[config.mk]
export PLATFORM = sky130hd
export DESIGN_NAME = clock_controller_core
export DESIGN_NICKNAME = d
export VERILOG_FILES = /design/src/rtl/clock_controller_core.sv
export SDC_FILE = /design/constraint.sdc
export NUM_CORES = 1
export LEC_CHECK = 0
export CAP_MARGIN = 20
export CORE_MARGIN = 1.5
export CORE_UTILIZATION = 50
export CTS_CLUSTER_SIZE = 30
export DETAILED_ROUTE_END_ITERATION = 8
export PLACE_DENSITY_LB_ADDON = 0.2
export SLEW_MARGIN = 5
export SYNTH_ARGS = -nofsm -noshare
export SYNTH_HDL_FRONTEND = slang
export SYNTH_SLANG_ARGS = --single-unit
[constraint.sdc]
create_clock -name i_clk -period 3.72 [get_ports i_clk]
set_input_delay 1.116 -clock i_clk [delete_from_list [all_inputs] [get_ports i_clk]]
set_output_delay 1.116 -clock i_clk [all_outputs]
set_load 0.1 [all_outputs]
[src/rtl/clock_controller_core.sv]
// -----------------------------------------------------------------------------
// clock_controller_core
//
// Purpose:
//   Digital clock controller with three modes: free-running time display,
//   digit-by-digit time editing and (optionally) alarm editing.
//   Time and alarm are kept as packed BCD words:
//     {Ht[1:0], Ho[3:0], Mt[2:0], Mo[3:0], St[2:0], So[3:0]}
//   A prescaler divides clk down to a one-second tick while displaying time.
//
// Optional feature:
//   CLOCK_CTRL_ALARM_EN - when defined, the alarm register, alarm enable,
//   SET_ALARM mode and the ringing logic are built. When undefined,
//   set_alarm and toggle_alarm are ignored and o_clock_do_ring is tied to 0.
//
// Parameters:
//   CLOCK_FREQUENCY - i_clk cycles per one-second tick (minimum 2)
//
// Ports:
//   i_clk           in   rising-edge system clock
//   i_rst           in   synchronous active-high reset
//   i_clock_control in   [7] display_time [6] set_time [5] set_alarm [4] up
//                        [3] down [2] left [1] right [0] toggle_alarm
//   o_clock_sel     out  one-hot edit digit select (bit0 = So, bit5 = Ht)
//   o_clock_val     out  BCD value shown (time, or alarm in SET_ALARM)
//   o_clock_do_ring out  alarm ringing
//   o_clock_wr_en   out  one-cycle display refresh strobe
// -----------------------------------------------------------------------------
module clock_controller_core #(
   parameter int CLOCK_FREQUENCY = 27000000
) (
   input  logic        i_clk,
   input  logic        i_rst,
   input  logic [7:0]  i_clock_control,
   output logic [5:0]  o_clock_sel,
   output logic [19:0] o_clock_val,
   output logic        o_clock_do_ring,
   output logic        o_clock_wr_en
);

   localparam int PRE_W = (CLOCK_FREQUENCY > 2) ? $clog2(CLOCK_FREQUENCY) : 1;
   localparam logic [PRE_W-1:0] PRE_MAX = PRE_W'(CLOCK_FREQUENCY - 1);

   typedef enum logic [1:0] {
      DISPLAY_TIME = 2'd0,
      SET_TIME     = 2'd1,
      SET_ALARM    = 2'd2
   } state_t;

   // Command decode
   logic do_display;
   logic do_set_time;
   logic do_set_alarm;
   logic do_up;
   logic do_down;
   logic do_left;
   logic do_right;

   assign do_display  = i_clock_control[7];
   assign do_set_time = i_clock_control[6];
   assign do_up       = i_clock_control[4];
   assign do_down     = i_clock_control[3];
   assign do_left     = i_clock_control[2];
   assign do_right    = i_clock_control[1];

`ifdef CLOCK_CTRL_ALARM_EN
   logic do_toggle;
   assign do_set_alarm = i_clock_control[5];
   assign do_toggle    = i_clock_control[0];
`else
   // Alarm commands have no function in this build.
   logic unused_alarm_cmds;
   assign do_set_alarm      = 1'b0;
   assign unused_alarm_cmds = i_clock_control[5] ^ i_clock_control[0];
`endif

   state_t            state_reg, state_next;
   logic [PRE_W-1:0]  pre_reg, pre_next;
   logic [19:0]       time_reg, time_next;
   logic [5:0]        sel_reg, sel_next;
   logic [19:0]       val_reg, val_next;
   logic [19:0]       val_prev_reg;
   logic [5:0]        sel_prev_reg;
   logic              init_reg;
   logic              wr_en_reg, wr_en_next;
   logic              tick;

`ifdef CLOCK_CTRL_ALARM_EN
   logic [19:0]       alarm_reg, alarm_next;
   logic              alarm_en_reg, alarm_en_next;
   logic              ring_reg, ring_next;
   logic [5:0]        ring_cnt_reg, ring_cnt_next;
`endif

   // Advance a BCD time word by one second, 23:59:59 wraps to 00:00:00.
   function automatic logic [19:0] next_second(input logic [19:0] v);
      logic [19:0] r;
      r = v;
      if (v[3:0] != 4'd9) begin
         r[3:0] = v[3:0] + 4'd1;
      end else begin
         r[3:0] = 4'd0;
         if (v[6:4] != 3'd5) begin
            r[6:4] = v[6:4] + 3'd1;
         end else begin
            r[6:4] = 3'd0;
            if (v[10:7] != 4'd9) begin
               r[10:7] = v[10:7] + 4'd1;
            end else begin
               r[10:7] = 4'd0;
               if (v[13:11] != 3'd5) begin
                  r[13:11] = v[13:11] + 3'd1;
               end else begin
                  r[13:11] = 3'd0;
                  if (v[19:18] == 2'd2 && v[17:14] == 4'd3) begin
                     r[19:14] = 6'd0;
                  end else if (v[17:14] == 4'd9) begin
                     r[17:14] = 4'd0;
                     r[19:18] = v[19:18] + 2'd1;
                  end else begin
                     r[17:14] = v[17:14] + 4'd1;
                  end
               end
            end
         end
      end
      return r;
   endfunction

   // Increment or decrement the selected digit inside its own range (no
   // carry). Ho is clamped to 3 whenever the result has Ht = 2.
   function automatic logic [19:0] edit_digit(input logic [19:0] v,
                                              input logic [5:0]  sel,
                                              input logic        up);
      logic [19:0] r;
      logic [3:0]  d;
      logic [3:0]  maxv;
      r    = v;
      d    = 4'd0;
      maxv = 4'd9;
      case (sel)
         6'b000001: begin d = v[3:0];            maxv = 4'd9; end
         6'b000010: begin d = {1'b0, v[6:4]};    maxv = 4'd5; end
         6'b000100: begin d = v[10:7];           maxv = 4'd9; end
         6'b001000: begin d = {1'b0, v[13:11]};  maxv = 4'd5; end
         6'b010000: begin
            d    = v[17:14];
            maxv = (v[19:18] == 2'd2) ? 4'd3 : 4'd9;
         end
         6'b100000: begin d = {2'b00, v[19:18]}; maxv = 4'd2; end
         default: ;
      endcase
      if (up) begin
         d = (d >= maxv) ? 4'd0 : d + 4'd1;
      end else begin
         d = (d == 4'd0) ? maxv : d - 4'd1;
      end
      case (sel)
         6'b000001: r[3:0]   = d;
         6'b000010: r[6:4]   = d[2:0];
         6'b000100: r[10:7]  = d;
         6'b001000: r[13:11] = d[2:0];
         6'b010000: r[17:14] = d;
         6'b100000: r[19:18] = d[1:0];
         default: ;
      endcase
      if (r[19:18] == 2'd2 && r[17:14] > 4'd3) begin
         r[17:14] = 4'd3;
      end
      return r;
   endfunction

   always_comb begin
      state_next = state_reg;
      pre_next   = pre_reg;
      time_next  = time_reg;
      sel_next   = sel_reg;
      tick       = 1'b0;
`ifdef CLOCK_CTRL_ALARM_EN
      alarm_next    = alarm_reg;
      alarm_en_next = alarm_en_reg;
      ring_next     = ring_reg;
      ring_cnt_next = ring_cnt_reg;
`endif

      // Mode selection, display_time > set_time > set_alarm
      if (do_display) begin
         state_next = DISPLAY_TIME;
      end else if (do_set_time) begin
         state_next = SET_TIME;
      end else if (do_set_alarm) begin
         state_next = SET_ALARM;
      end

      // Prescaler only runs while displaying; entering display restarts it.
      if (do_display) begin
         pre_next = '0;
      end else if (state_reg == DISPLAY_TIME) begin
         if (pre_reg == PRE_MAX) begin
            pre_next = '0;
            tick     = 1'b1;
         end else begin
            pre_next = pre_reg + 1'b1;
         end
      end

      if (tick) begin
         time_next = next_second(time_reg);
      end

      // Digit select and edits; a mode command in the same cycle wins.
      if (do_display) begin
         sel_next = 6'b000000;
      end else if (do_set_time || do_set_alarm) begin
         sel_next = 6'b000001;
      end else if (state_reg != DISPLAY_TIME) begin
         if (do_up || do_down) begin
`ifdef CLOCK_CTRL_ALARM_EN
            if (state_reg == SET_ALARM) begin
               alarm_next = edit_digit(alarm_reg, sel_reg, do_up);
            end else begin
               time_next = edit_digit(time_reg, sel_reg, do_up);
            end
`else
            time_next = edit_digit(time_reg, sel_reg, do_up);
`endif
         end else if (do_left) begin
            sel_next = {sel_reg[4:0], sel_reg[5]};
         end else if (do_right) begin
            sel_next = {sel_reg[0], sel_reg[5:1]};
         end
      end

`ifdef CLOCK_CTRL_ALARM_EN
      // Toggle while ringing silences and disarms; otherwise it flips the
      // enable. Ringing self-clears after 60 further ticks.
      if (do_toggle) begin
         if (ring_reg) begin
            ring_next     = 1'b0;
            alarm_en_next = 1'b0;
         end else begin
            alarm_en_next = ~alarm_en_reg;
         end
      end else if (ring_reg) begin
         if (tick) begin
            if (ring_cnt_reg == 6'd59) begin
               ring_next = 1'b0;
            end else begin
               ring_cnt_next = ring_cnt_reg + 6'd1;
            end
         end
      end else if (alarm_en_reg && tick && (time_next == alarm_reg)) begin
         ring_next     = 1'b1;
         ring_cnt_next = 6'd0;
      end

      val_next = (state_next == SET_ALARM) ? alarm_next : time_next;
`else
      val_next = time_next;
`endif

      // Strobe one cycle after a visible change, and once after reset.
      wr_en_next = init_reg || (val_reg != val_prev_reg) || (sel_reg != sel_prev_reg);
   end

   always_ff @(posedge i_clk) begin
      if (i_rst) begin
         state_reg    <= DISPLAY_TIME;
         pre_reg      <= '0;
         time_reg     <= 20'd0;
         sel_reg      <= 6'd0;
         val_reg      <= 20'd0;
         val_prev_reg <= 20'd0;
         sel_prev_reg <= 6'd0;
         init_reg     <= 1'b1;
         wr_en_reg    <= 1'b0;
`ifdef CLOCK_CTRL_ALARM_EN
         alarm_reg    <= 20'd0;
         alarm_en_reg <= 1'b0;
         ring_reg     <= 1'b0;
         ring_cnt_reg <= 6'd0;
`endif
      end else begin
         state_reg    <= state_next;
         pre_reg      <= pre_next;
         time_reg     <= time_next;
         sel_reg      <= sel_next;
         val_reg      <= val_next;
         val_prev_reg <= val_reg;
         sel_prev_reg <= sel_reg;
         init_reg     <= 1'b0;
         wr_en_reg    <= wr_en_next;
`ifdef CLOCK_CTRL_ALARM_EN
         alarm_reg    <= alarm_next;
         alarm_en_reg <= alarm_en_next;
         ring_reg     <= ring_next;
         ring_cnt_reg <= ring_cnt_next;
`endif
      end
   end

   assign o_clock_sel   = sel_reg;
   assign o_clock_val   = val_reg;
   assign o_clock_wr_en = wr_en_reg;
`ifdef CLOCK_CTRL_ALARM_EN
   assign o_clock_do_ring = ring_reg;
`else
   assign o_clock_do_ring = 1'b0;
`endif

endmodule

# Word-level counts from Yosys, hierarchy flattened
# Index checks and enable logic that the tools add are counted.
[totals] reg_bits=80 in_bits=10 output_inout_bits=28 wordCells=117
[op_classes] addsub=9 order_cmp=2 eq_ne=22 n_mux=55 bitwise=1 n_reduce_logical=15
[op_table] cell="$mux 20" n=5
[op_table] cell="$mux 4" n=23
[op_table] cell="$add 25x1->25 const B" n=1
[op_table] cell="$eq 25x25->1 const B" n=1
[op_table] cell="$mux 25" n=1
[op_table] cell="$mux 6" n=4
[op_table] cell="$pmux 4 s6" n=1
[op_table] cell="$ne 20x20->1" n=1
[op_table] cell="$ne 5x4->1 const B" n=4
[op_table] cell="$add 4x1->4 const B" n=4
[op_table] cell="$mux 16" n=1
[op_table] cell="$mux 13" n=1
[op_table] cell="$mux 2" n=6
[op_table] cell="$mux 3" n=4
[op_table] cell="$pmux 4 s3" n=1
[op_table] cell="$mux 9" n=1
[op_table] cell="$ne 4x4->1 const B" n=2
[op_table] cell="$mux 1" n=7
[op_table] cell="$add 3x1->3 const B" n=2
[op_table] cell="$eq 6x1->1 const B" n=1
[op_table] cell="$eq 6x2->1 const B" n=1
[op_table] cell="$eq 6x3->1 const B" n=1
[op_table] cell="$eq 6x4->1 const B" n=1
[op_table] cell="$eq 6x5->1 const B" n=1
[op_table] cell="other kinds (21)" n=29

# Longest topological paths before layout
# Gate-level depths: netlist of the first run.
[logic_depth] ltp_word=22 mapped_depth=15

# Least setup slack after synthesis of the first run
# Ideal clock, no wire load.
[synth_path] path_type="reg-to-reg" startpoint="register sel_reg[5], in the netlist o_clock_sel[5]" endpoint="register val_reg[16], in the netlist o_clock_val[16]" setup_ns=0.092 arrival_ns=4.085 required_time_ns=3.628 slack_ns=-0.457 stages_incl_launch_ff=15 synth_period_minus_slack_ns=4.177 path_cell_list="dfxtp_1 or4_4 nor3b_4 buf_4 a22oi_1 and2_1 inv_2 ha_1 or4b_2 a21oi_1 nand2b_1 o21ai_1 a31o_1 or3_1 o32ai_1"
[synth_via] elab_chain_len=22 elab_cells_between_ends=42 cone_classes="2 x add/sub; 2 x order compare; 7 x eq/ne; 28 x mux; 3 x reduce/logical"
[synth_rtl] item="start: declaration" line="80" rtl="logic [5:0] sel_reg, sel_next;"
[synth_rtl] item="start signal: assignment" line="287" rtl="sel_reg <= sel_next;"
[synth_rtl] item="$eq 6x4->1 / $eq 6x2->1 (equally long branches)" line="141" rtl="case (sel)"
[synth_rtl] item="$reduce_or 2->1 (no line)"
[synth_rtl] item="$pmux 4 s3" line="141"
[synth_rtl] item="$mux 4" line="217" rtl="if (do_up || do_down) begin"
[synth_rtl] item="$mux 4" line="216" rtl="end else if (state_reg != DISPLAY_TIME) begin"
[synth_rtl] item="$mux 4" line="214" rtl="end else if (do_set_time || do_set_alarm) begin"
[synth_rtl] item="$mux 4" line="212" rtl="if (do_display) begin"
[synth_rtl] item="$ge 4x4->1" line="154" rtl="d = (d >= maxv) ? 4'd0 : d + 4'd1;"
[synth_rtl] item="[6 not listed]"
[synth_rtl] item="$mux 4 / $mux 2 (equally long branches)" line="212"
[synth_rtl] item="$gt 4x2->1 / $eq 2x2->1 (equally long branches)" line="167" rtl="if (r[19:18] == 2'd2 && r[17:14] > 4'd3) begin"
[synth_rtl] item="$logic_and 1x1->1" line="167"
[synth_rtl] item="$mux 4 (*)" line="167"
[synth_rtl] item="$mux 20 (*)" line="217"
[synth_rtl] item="$mux 20 (*)" line="216"
[synth_rtl] item="$mux 20 (*)" line="214"
[synth_rtl] item="$mux 20 (*)" line="212"
[synth_rtl] item="end signal: assignment" line="288" rtl="val_reg <= val_next;"
[synth_rtl] item="end: declaration" line="81" rtl="logic [19:0] val_reg, val_next;"
# Mark *: on every way between the ends. The rest lies on a longest branch, timed or not. The select of a mux whose other input is x is not followed.
# A chain may end at the register's enable or synchronous reset.

# Worst setup path in the final report of the first run
# Ends and elaborated chain as after synthesis.

==> results.toml, run 1 <==
[outcome]
status = "finished clean"

[routing]
routed_wl_mm = 12.2
drtIter0Drc = 342
vias = 4346
firstDrtPassIters = 6
vias_per_cell = 5.96
wl_per_cell_um = 16.8
drc = 0
ant_nets = 0

[layout]
drive_above_1_share_pct = 19.3
largest_reg_flops = 25
syn2layout_area_growth_pct = 19.0
utilization_pct = 62.2
diodes = 0
final_nets = 636
final_cells = 729

[clock_tree]
clock_sinks = 80
cts_max_path_buffers = 2
worstSkewPairLatency_ns = 0.37
ctsHtreeMaxLevel = 3
cts_made_buffers = 9
cts-root-buf = "clkbuf_8"
path_clk_slew_ns = 0.08
cts_tree = "yes"

[pwr]
switching_share_pct = 25.1
pwr-share-seq_pct = 50.1
power.share.clock_pct = 41.6
p_switching_uw = 438
vdd_drop_max_mv = 0.145
combPwrFrac_pct = 8.3
p_int_uw = 1310
leakage_uw = 0.00221
power.density_nw_per_um2 = 317

[logic_synthesis]
ys_seq_area_share_pct = 34.6
ys_types = 66
synthesis.nets = 581
async_flop_share_pct = 0
ys.flop_type = "dfxtp_1"
synth_edf_count = 0
syn_inst = 561
synth_warnings = 0
syn-cell-area_um2 = 4630
postSynthAreaPerCell_um2 = 8.25
synth_seq_cells = 80

[floorplanning]
die_y_um = 99.2
fp.coreArea_um2 = 8850
die_w_um = 99.2
initial_core_util_pct = 52.3
fp-row-count = 34
die-area_um2 = 9840
ioPinCount = 38

[setup_path]
cp.arrival_ns = 3.82
crit_fanout = 12
required_ns = 4.00
cp_slowest_cell = "or4b_2"
cp-start-kind = "flop"
critPathKind = "reg -> reg"
critPathTopFamily = "simple AND/OR/NAND/NOR gates"
worstPathCellList = "or4_4 -> nor3b_4 -> a21oi_1 -> ha_1 -> or4b_2 -> a21oi_2 -> nand2b_1 -> o21ai_1 -> a31o_1 -> or3_1 -> o32ai_2"
worstSetupEndpointType = "flop"
worstPathBufferInverterCount = 0
crit_path_max_incr_delay_ns = 0.68

[job]
drv_cap = 0

[timing]
relSlewSlack_pct = 46.1
slew_viol_final = 0
timing.hold.ws_ns = 0.522
rsz0062_at_grt = "false"
finClkSkew_ns = 0.00720
timing.final.crit_share_pct = 95.2
finalHoldViolations = 0
fmax_mhz = 282
tightestPinTransition_ns = 0.806
min_period_ns = 3.54
setup_violations = 0
fin_setup_tns_ns = 0

[global_route]
grt_usage_pct = 25.5
grt_overflow = 0
grt_pass1_wl_mm = 19.8
grt_pass1_vias = 4035
grt_max_degree = 26
antenna_found_initial = 0

[placement]
hpwl_mm = 8.93
gp_congestion = 0.901
place.port_buffers = 34
dp.cells = 708

[hold_path]
hold_class = "reg -> reg"
## metrics by stage
step / power [uW] / worst slack, ns / area (um2)
finish: 1750 / 0.179 / 5510
global route: 1800 / 0.00957 / 5510
CTS: 1750 / 0.0176 / 5430
detailed placement: 1040 / 0.0451 / 5210
global placement: 1030 / 0.174 / 5210
floorplan: 992 / 0.0583 / 4650
## worst paths after layout
check,start,endpoint,slack [ns],cells after the start
setup reg to reg,o_clock_sel[5],o_clock_val[16],0.18,11
hold / removal,o_clock_val[18],val_prev_reg[18],0.52,2
hold reg to reg,o_clock_val[18],val_prev_reg[18],0.52,2
setup / recovery,o_clock_sel[5],o_clock_val[16],0.18,11
## worst reg2reg max path: stages, from the launching register on
cell	delay, ns
dfxtp_4	0.39
or4_4	0.60
nor3b_4	0.23
a21oi_1	0.13
ha_1	0.20
or4b_2	0.68
a21oi_2	0.15
nand2b_1	0.14
o21ai_1	0.10
a31o_1	0.23
or3_1	0.35
o32ai_2	0.27
## repair_timing
| action | CTS | global route |
|---|---|---|
| gates resized for setup | 0 | 8 |
| endpoints found under the setup margin | 0 | 6 |
| hold buffers | 0 | 0 |
| buffers inserted | 0 | 5 |
## power groups by stage
stage          clock network [uW]  logic, uW  registers, uW
6_report                      727        145            874
5_1_grt                       775        154            875
4_1_cts                       735        142            874
3_5_place_dp                    0        142            894
3_3_place_gp                    0        140            894
2_1_floorplan                   0       70.9            921
## area by class of cell
class / count / area (um2)
well taps: 108 / 135
multi-input cells: 432 / 2870
inverters: 15 / 56.3
fillers: 763 / 3340
flip-flops and latches: 80 / 1620
repair buffers: 78 / 602
clock buffers: 12 / 145
clock inverters: 4 / 77.6
## placed cells by master (no fill, tap or decap), types with 4 or more instances in the layout
cell type and n:
nand3_1 19, or4_1 4, nor3_1 11, a211oi_1 16, nand3b_1 15, and3_1 7, clkdlybuf4s50_1 6, xor2_1 32
nor2_1 71, buf_4 70, clkbuf_8 10, o21ai_0 11, a22oi_1 4, inv_1 13, xnor2_1 22, mux2i_1 10
nand4b_1 6, or3_1 5, a21oi_1 25, ha_1 10, dfxtp_4 4, nand4_1 7, nor4_1 10, dfxtp_2 4
nor2b_1 33, dfxtp_1 72, a31oi_1 5, nand2_1 41
## layer usage
metal | vias up | global-route usage [%] | part of all wire, %
li1 | 2096 | - | -
met1 | 2055 | 35.9 | 48
met2 | 160 | 39.0 | 44
met3 | 35 | 4.85 | 5.3
met4 | 0 | 9.10 | 2.6
met5 | - | 0 | 0
## synthesized netlist by cell type (all sizes together) (6+ instances only)
cell | n | share of area [%]
nor2 | 71 | 5.8
nor2b | 33 | 4.5
clkbuf | 30 | 2.4
nor3 | 12 | 1.3
dfxtp | 80 | 35
inv | 15 | 1.2
xor2 | 32 | 6.1
ha | 10 | 2.7
o21ai | 13 | 1.4
a211oi | 16 | 2.6
and3 | 7 | 0.95
nand2 | 41 | 3.3
nand4b | 6 | 1.1
nand3 | 20 | 2.3
or4 | 6 | 1.1
nor4 | 12 | 1.9
nand4 | 8 | 1.2
a21oi | 26 | 2.8
mux2i | 10 | 2.2
nand3b | 15 | 2.4
xnor2 | 22 | 4.2
## kinds of logic after synthesis
logic type,after synthesis,share of synthesized area (%)
AOI/OAI and AO/OA,95,14.1
xor gates and xnor gates,54,10.2
adders and majority gates,10,2.70
buffers and inverters,49,4.14
DFF,80,34.6
muxes,10,2.16
other,1,0.0810
and+or+nand+nor,262,32.0
No activity file was read; power rests on OpenSTA's default activity.
==> inputs of run 2 (changes only) <==
--- a/config.mk
+++ b/config.mk
@@ -7,11 +7,11 @@
 export LEC_CHECK = 0
 export CAP_MARGIN = 20
 export CORE_MARGIN = 1.5
-export CORE_UTILIZATION = 50
+export CORE_UTILIZATION = 53
 export CTS_CLUSTER_SIZE = 30
 export DETAILED_ROUTE_END_ITERATION = 8
 export PLACE_DENSITY_LB_ADDON = 0.2
-export SLEW_MARGIN = 5
+export SLEW_MARGIN = 0
 export SYNTH_ARGS = -nofsm -noshare
 export SYNTH_HDL_FRONTEND = slang
 export SYNTH_SLANG_ARGS = --single-unit
==> results.toml, run 2 (synthesis gave the netlist of run 1 again) <==
[setup_path]
cp.arrival_ns = 3.83
cp-start-kind = "flop"
worstSetupEndpointType = "flop"
crit_fanout = 12
critPathKind = "reg -> reg"
required_ns = 3.98

[routing]
routed_wl_mm = 12.3
ant_nets = 0
firstDrtPassIters = 5
vias_per_cell = 6.03
wl_met3_um = 888
drc = 0
drtIter0Drc = 371
wl_met1_mm = 5.58
top_layer = "met4"
vias = 4343
wl_per_cell_um = 17.0
wl_met2_mm = 5.54

[clock_tree]
path_clk_slew_ns = 0.08
cts_tree = "yes"
ctsHtreeMaxLevel = 3
worstSkewPairLatency_ns = 0.36
clock_sinks = 80
cts_max_path_buffers = 2
cts-root-buf = "clkbuf_8"
cts_made_buffers = 9

[layout]
syn2layout_area_growth_pct = 17.3
diodes = 0
final_common_cell = "dfxtp_1"
utilization_pct = 65.1
drive_above_1_share_pct = 18.4
nFillCells = 744
finish.instance_area_um2 = 5430
multiInputGateArea_um2 = 2870
largest_reg_flops = 25
layout_common_cells = "72 x dfxtp_1, 71 x nor2_1, 65 x buf_4, 41 x nand2_1, 33 x nor2b_1"
final_nets = 630
ff_latch_area_um2 = 1620

[timing]
rsz0062_at_grt = "false"
fin_ws_ns = 0.150
finalHoldViolations = 0
slew_viol_final = 0
setup_violations = 0
min_period_ns = 3.57
timing.final.crit_share_pct = 96.0
relSlewSlack_pct = 46.9
timing.hold.ws_ns = 0.512
finClkSkew_ns = 0.0117
fin_setup_tns_ns = 0
tightestPinTransition_ns = 0.795
fmax_mhz = 280

[job]
drv_cap = 0

[floorplanning]
die-area_um2 = 9300
die_w_um = 96.4
fp.coreArea_um2 = 8340
ioPinCount = 38
die_y_um = 96.4
initial_core_util_pct = 55.5
fp-row-count = 33

[global_route]
grt_usage_pct = 27.9
grt_pass1_wl_mm = 19.6
grt_pass1_vias = 3916
grt_overflow = 0
grt_max_degree = 28
antenna_found_initial = 0

[outcome]
status = "finished clean"

[hold_path]
hold_class = "reg -> reg"

[pwr]
leakage_uw = 0.00216
vdd_drop_max_mv = 0.173
power.density_nw_per_um2 = 304

[placement]
place_area_um2 = 5180
dp_slack_ns = 0.0819
hpwl_mm = 8.84
gp_congestion = 0.916
place.port_buffers = 34
run 2: final timing paths:
| kind | slack, ns | to | from | depth (start not counted) |
|---|---|---|---|---|
| max | 0.15 | o_clock_val[17] | o_clock_sel[1] | 11 |
| min | 0.51 | pre_reg[24] | pre_reg[24] | 2 |
| max reg2reg | 0.15 | o_clock_val[17] | o_clock_sel[1] | 11 |
| min reg2reg | 0.51 | pre_reg[24] | pre_reg[24] | 2 |
run 2: worst max-delay path, cell delays in order (launching register included):
cell and delay (ns):
dfxtp_4 0.40, or4_4 0.56, nor3b_4 0.28, a21oi_1 0.12, ha_1 0.19, or4b_2 0.67, a21oi_2 0.14, nand2b_1 0.14
o21ai_1 0.10, a31o_1 0.26, or3_4 0.35, o32ai_2 0.26
run 2: final cells by class:
class | instances | area share [%]
clock buffers | 12 | 2.49
clock inverters | 4 | 1.01
inverters | 15 | 1.04
multi-input cells | 432 | 53.0
flip-flops and latches | 80 | 29.9
well taps | 105 | 2.42
repair buffers | 72 | 10.2
run 2: per-layer routing:
layer	GRT usage, %	vias up
met1	38.4	2039
li1	-	2078
met2	42.9	198
met3	5.95	28
met4	10.6	0
met5	0	-
run 2: report_power, final:
group	internal [uW]	leakage, uW	switching (uW)
Sequential	862	0.000651	11.2
Clock	314	0.0000908	320
Combinational	46.8	0.00141	99.1
run 2: per-stage QoR:
stage                     cells  power (uW)
after floorplan             561         992
after global placement      702        1030
after detailed placement    702        1040
after CTS                   718        1660
after global routing        720        1720
final                       720        1650
run 2: repair_timing:
item	in CTS	in global routing
hold buffers	0	0
resized for setup	0	6
setup buffers	0	2
endpoints found under the setup margin	0	4
